## src/rtl/mod12_load_down_counter_if.sv

```systemverilog
// Bus bundle for the mod-N loadable down counter.
// Control (en, load, d_in) flows from the master into the counter; count and
// the status/cascade flags flow back. There is no valid/ready handshake: the
// controls are sampled on every rising clock edge, and the outputs are
// meaningful in every cycle.
interface mod12_load_down_counter_if #(
  parameter int WIDTH = 4
);
  logic             en;
  logic             load;
  logic [WIDTH-1:0] d_in;
  logic [WIDTH-1:0] count;
  logic             tc;
  logic             borrow_out;
  logic             wrap;
  logic             load_err;

  modport master (
    output en,
    output load,
    output d_in,
    input  count,
    input  tc,
    input  borrow_out,
    input  wrap,
    input  load_err
  );

  modport slave (
    input  en,
    input  load,
    input  d_in,
    output count,
    output tc,
    output borrow_out,
    output wrap,
    output load_err
  );
endinterface

```

## src/rtl/mod12_load_down_counter.sv

```systemverilog
// Synchronous mod-MOD down counter with a range-checked parallel load and
// cascade outputs (tc, borrow_out) for chaining countdown stages.
// Edge priority: rst > load > en > hold.
module mod12_load_down_counter #(
  parameter int WIDTH = 4,
  parameter int MOD   = 12
) (
  input  logic                     clk,
  input  logic                     rst,
  mod12_load_down_counter_if.slave bus
);

  // The load bound is compared at WIDTH+1 bits, so MOD = 2^WIDTH is representable
  // and in that case no load is ever rejected.
  localparam logic [WIDTH:0]   MOD_W = (WIDTH + 1)'(MOD);
  localparam logic [WIDTH-1:0] LAST  = WIDTH'(MOD - 1);

  logic [WIDTH-1:0] count_q, count_d;
  logic             wrap_q, wrap_d;
  logic             load_err_q, load_err_d;
  logic             load_ok;

  assign load_ok = ({1'b0, bus.d_in} < MOD_W);

  // Next-state: load wins over en; an out-of-range load holds the count and flags an error.
  always_comb begin
    count_d    = count_q;
    wrap_d     = 1'b0;
    load_err_d = 1'b0;
    if (bus.load) begin
      if (load_ok) begin
        count_d = bus.d_in;
      end else begin
        load_err_d = 1'b1;
      end
    end else if (bus.en) begin
      if (count_q == '0) begin
        count_d = LAST;
        wrap_d  = 1'b1;
      end else begin
        count_d = count_q - WIDTH'(1);
      end
    end
  end

  // State register with synchronous active-high reset.
  always_ff @(posedge clk) begin
    if (rst) begin
      count_q    <= '0;
      wrap_q     <= 1'b0;
      load_err_q <= 1'b0;
    end else begin
      count_q    <= count_d;
      wrap_q     <= wrap_d;
      load_err_q <= load_err_d;
    end
  end

  assign bus.count      = count_q;
  assign bus.wrap       = wrap_q;
  assign bus.load_err   = load_err_q;
  // A pending load never borrows from the next stage.
  assign bus.tc         = (count_q == '0);
  assign bus.borrow_out = bus.en && !bus.load && (count_q == '0);

endmodule
```

## src/flat_wrapper.sv

```systemverilog
// flat-port wrapper written by rule: the top's interface ports become plain ports
module mod12_load_down_counter_flat 
#(
  parameter int WIDTH = 4,
  parameter int MOD   = 12
)
  (clk, rst, bus_en, bus_load, bus_d_in, bus_count, bus_tc, bus_borrow_out, bus_wrap, bus_load_err);
  mod12_load_down_counter_if #(.WIDTH(WIDTH)) bus_i ();
  input  logic clk;
  input  logic rst;
  input wire logic [$bits(bus_i.en)-1:0] bus_en;
  input wire logic [$bits(bus_i.load)-1:0] bus_load;
  input wire logic [$bits(bus_i.d_in)-1:0] bus_d_in;
  output wire logic [$bits(bus_i.count)-1:0] bus_count;
  output wire logic [$bits(bus_i.tc)-1:0] bus_tc;
  output wire logic [$bits(bus_i.borrow_out)-1:0] bus_borrow_out;
  output wire logic [$bits(bus_i.wrap)-1:0] bus_wrap;
  output wire logic [$bits(bus_i.load_err)-1:0] bus_load_err;
  assign bus_i.en = bus_en;
  assign bus_i.load = bus_load;
  assign bus_i.d_in = bus_d_in;
  assign bus_count = bus_i.count;
  assign bus_tc = bus_i.tc;
  assign bus_borrow_out = bus_i.borrow_out;
  assign bus_wrap = bus_i.wrap;
  assign bus_load_err = bus_i.load_err;
  mod12_load_down_counter #(.WIDTH(WIDTH), .MOD(MOD)) u_core (.clk(clk), .rst(rst), .bus(bus_i));
endmodule
```

## config.mk

```make
export PLATFORM = sky130hd
export DESIGN_NAME = mod12_load_down_counter_flat
export DESIGN_NICKNAME = d
export VERILOG_FILES = /design/src/rtl/mod12_load_down_counter_if.sv /design/src/rtl/mod12_load_down_counter.sv /design/src/flat_wrapper.sv
export SDC_FILE = /design/constraint.sdc
export NUM_CORES = 1
export LEC_CHECK = 0
export ABC_AREA = 1
export ABC_CLOCK_PERIOD_IN_PS = 1800
export CAP_MARGIN = 20
export CORE_AREA = 3 3 40 42
export CTS_BUF_LIST = sky130_fd_sc_hd__clkbuf_4
export CTS_CLUSTER_SIZE = 10
export DETAILED_ROUTE_END_ITERATION = 10
export DIE_AREA = 0 0 43 45
export DONT_BUFFER_PORTS = 1
export RECOVER_POWER = 100
export SYNTH_ARGS = -nofsm -noshare
export SYNTH_HDL_FRONTEND = slang
export SYNTH_SLANG_ARGS = --single-unit
```

## constraint.sdc

```tcl
create_clock -name clk -period 1.8 [get_ports clk]
set_input_delay 0.27 -clock clk [delete_from_list [all_inputs] [get_ports clk]]
set_output_delay 0.27 -clock clk [all_outputs]
set_load 0.03 [all_outputs]
```

## Yosys cells after proc, flatten, opt, wreduce, memory -nomap -nowiden

Index checks and enable logic that the tools add are counted.

| word-level totals | value |
|---|---|
| bits in registers | 6 |
| input port bits | 8 |
| output and inout bits | 8 |

| operators by class | value |
|---|---|
| add/sub/neg operators | 1 |
| $lt $le $gt $ge | 1 |
| equality and inequality tests | 1 |
| muxes and demuxes | 6 |
| bitwise operators | 2 |
| reductions and logical operators | 8 |

Operators with widths:

| kind | count |
|---|---|
| $mux 4 | 4 |
| $logic_not 4->1 | 1 |
| $lt 4x4->1 const B | 1 |
| $sub 4x1->4 const B | 1 |
| $reduce_or 3->1 | 1 |
| $logic_and 1x1->1 | 2 |
| $mux 1 | 2 |
| $ne 2x1->1 const B | 1 |
| $not 1->1 | 2 |
| $reduce_and 2->1 | 1 |
| $reduce_bool 2->1 | 1 |
| $reduce_or 2->1 | 1 |
| $logic_not 1->1 | 1 |

## Depth between registers and ports, before layout

| logic depth | value |
|---|---|
| depth after elaboration | 4 |
| gate-level depth with buffers | 8 |
| mapped depth without buffers | 8 |

## Worst setup path after synthesis

No wires, ideal clock.

| timing path | value |
|---|---|
| kind | register -> output |
| from | reg u_core.count_q[0], in the netlist u_core.bus.count[0] |
| to | out bus_borrow_out |
| arrival time | 1.264 ns |
| setup slack | 0.266 ns |
| stages on the path, launching flop included | 5 |
| cells stage by stage | dfxtp_1 > inv_1 > ha_1 > nand3_1 > nor2_1 |

| between the ends | value |
|---|---|
| cells in the longest elaborated chain, start to end | 2 |

RTL lines:

| element | line | source |
|---|---|---|
| from (decl) | mod12_load_down_counter.sv:18 | `logic [WIDTH-1:0] count_q, count_d;` |
| from (signal assigned) | mod12_load_down_counter.sv:53 | `count_q <= count_d;` |
| $logic_not 4->1 | mod12_load_down_counter.sv:64 | `assign bus.borrow_out = bus.en && !bus.load && (count_q == '0);` |
| $logic_and 1x1->1 | mod12_load_down_counter.sv:64 |  |
| to (decl) | flat_wrapper.sv:16 | `output wire logic [$bits(bus_i.borrow_out)-1:0] bus_borrow_out;` |

Every way passes these cells.

## Final worst setup path

| timing path | value |
|---|---|
| from | reg u_core.count_q[1], in the netlist u_core.bus.count[1] |
| to | out bus_borrow_out |

Same word-level chain as after synthesis.

==> impl_metrics.csv <==
group,metric,value,unit
outcome,outcome,"completed",
yosys,ys_async_sr_fraction,0,%
timing,setup_violations,0,
detailed_routing,routed_wl,763,um
timing,finalClockSkew,4.31,ps
global_route,grt_max_degree,7,
clocking,numCtsBuffers,3,
yosys,synth_edf_count,0,
setup_path,rrSetupSlack,570,ps
setup_path,max_stage_delay,300,ps
detailed_routing,vias,334,
clocking,htree_levels,1,
yosys,ys_types,14,
global_route,overflow,0,
setup_path,r2r_end,"u_core.bus.count[3]$_SDFFE_PP0P_",
min_path,whs_endpoint,"u_core.bus.count[2]$_SDFFE_PP0P_",
finish,drive_gt1_share,14.0,%
timing,relSlewSlack,70.6,%
timing,fin_crit_sh,86.7,%
power,p_total,378,uW
yosys,synth_seq_cells,6,
clocking,insertion_delay,250,ps
yosys,synth_top_cell_by_area,"dfxtp_1",
yosys,synthCells,49,
finish,fin_util,29.9,%
clocking,numClockSinks,6,
timing,setup_ws,240,ps
timing,worst_slew_pin_slew,441,ps
yosys,synth-main-ff-cell,"dfxtp_1",
clocking,cts_buffer_depth,2,
power,leakage,0.000175,uW
floorplanning,dieWidth,43,um
global_route,antenna_found_initial,0,
min_path,min-delay-start,"rst",
detailed_routing,vias_per_cell,4.64,
timing,final.setup.tns,0,ps
clocking,cts_tree,"built",
clocking,clkTransAtPathRegs,50,ps
timing,rsz0062_at_grt,"false",
global_route,grt_usage,9.23,%
min_path,hold-path-cell-count,1,
global_route,first_global_vias,308,
clocking,post_cts_buffers,0,
min_path,hp-class,"input pin to flip-flop",
setup_path,path_max_fanout,4,
detailed_routing,wl_met2,367,um
power,peakVddDrop,0.000367,V
floorplanning,core-area,1280,sq um
clocking,post_cts_resize_count,0,
detailed_routing,ant_nets,0,
clocking,ctsHoldBuffers,0,
finish,nets,68,
yosys,synth_area_leaders,"dfxtp_1, nand2_1, inv_1, a21oi_1, nand3_1",
detailed_routing,drc,0,
place,io_buffers,0,
yosys,synth_top_area_share,36.6,%
detailed_routing,dr_wl_met3,81,um
clocking,clockRootBuffer,"clkbuf_4",
setup_path,rr_startpoint,"u_core.bus.count[2]$_SDFFE_PP0P_",
finish,area_growth,17.2,%
yosys,netlist_area,328,sq um
setup_path,required,1530,ps
setup_path,r2r_cells,7,
timing,fin_hold_ws,83.2,ps
finish,antenna_cells,0,
detailed_routing,drtIter0Drc,6,
floorplanning,die_h,45,um
setup_path,path_class,"flip-flop to output port",
detailed_routing,dr.pass1.iters,4,
setup_path,start_kind,"flip-flop",
detailed_routing,drt-met1-wl,314,um
yosys,avgSynthCellArea,6.69,sq um
setup_path,crit_chain,"inv_1 > ha_1 > nand3_1 > nor2_1 > clkbuf_2",
place,dp_worst_setup_slack,537,ps
timing,final_hold_viol_count,0,
yosys,synth.net_count,58,
yosys,synthTopCellsByCount,"nand2_1, dfxtp_1, inv_1",
yosys,yosysWarnings,0,
detailed_routing,highest_layer,"met3",
setup_path,arrival,1290,ps
power,powerDensity,983,nW/um^2
floorplanning,io-pin-count,16,
global_route,grt_pass1_wl,1260,um
timing,finalCriticalPeriod,1560,ps
setup_path,crit_path_end_kind,"output port",
timing,drv_slew,0,
timing,fmax,641,MHz
floorplanning,dieArea,1940,sq um
place,gpl.final_weighted_congestion,0.796,
job,drv_cap,0,
yosys,ys_seq_area_share,36.6,%
place,dp_hpwl,626,um
setup_path,cp_slowest_cell,"dfxtp_1",
floorplanning,rows,13,
floorplanning,start_util,25.5,%
detailed_routing,routedWlPerCell,10.6,um
yosys,yosysMostFrequentCell,"nand2_1",
-- how the worst max path moves through the flow --
stage                                                start              to  slack [ps]
final                     u_core.bus.count[1]$_SDFFE_PP0P_  bus_borrow_out         240
after global routing      u_core.bus.count[0]$_SDFFE_PP0P_  bus_borrow_out         110
after CTS                 u_core.bus.count[0]$_SDFFE_PP0P_  bus_borrow_out         270
after detailed placement  u_core.bus.count[0]$_SDFFE_PP0P_  bus_borrow_out         540
after global placement    u_core.bus.count[0]$_SDFFE_PP0P_  bus_borrow_out         570
after floorplan           u_core.bus.count[0]$_SDFFE_PP0P_  bus_borrow_out         270
-- sequential cells by signal (all words and copies together), names as in the netlist --
| register | count |
|---|---|
| u_core.bus.count | 4 |
| u_core.bus.wrap | 1 |
| u_core.bus.load_err | 1 |
-- critical path, delay by kind of cell, from the launching register on --
family | cells | cell delay, ps
fa+ha+maj | 1 | 180
simple gates | 2 | 270
flops | 1 | 300
buf+inv | 2 | 290
-- final cells by class --
type                       instances  area (sq um)
multi-input combinational         35           173
clock buffer                       3          22.5
timing repair buffer               5          20.0
sequential                         6           120
fill                             145           901
tap                               15          18.8
inverter                           8          30.0
-- layer usage --
metal | GRT usage (%) | up-vias
met5 | 0 | -
met4 | 3.61 | 0
met3 | 7.17 | 0
met2 | 13.2 | 15
met1 | 10.3 | 144
li1 | - | 175
-- where the power goes --
part / leakage, uW / switching, uW / internal (uW)
Clock: 0.0000138 / 51.5 / 75.6
Combinational: 0.000112 / 73.4 / 27.0
Sequential: 0.0000495 / 6.89 / 143
-- placed cells by master, fill, tap and decap left out --
cell      instances
a21oi_1           4
clkbuf_2          1
o21ai_2           1
nand2_1          11
nor3_1            1
clkbuf_4          3
o21ai_1           1
dfxtp_1           6
o21ai_0           5
nor2_4            1
nor2_1            5
ha_1              1
clkbuf_1          4
nand3_1           5
inv_2             2
inv_1             6
-- logic make-up after synthesis --
| family | share of synthesized area [%] |
|---|---|
| AOI/OAI and AO/OA | 17.9 |
| DFF | 36.6 |
| buffers and inverters | 9.16 |
| and+or+nand+nor | 32.4 |
| adders and majority gates | 3.82 |
-- through the flow --
step,std cells,instance area [sq um]
after global placement,69,384
after global routing,72,384
final,72,384
after detailed placement,69,384
after floorplan,49,328
after CTS,72,407
Power figures use the tool's default switching activity.
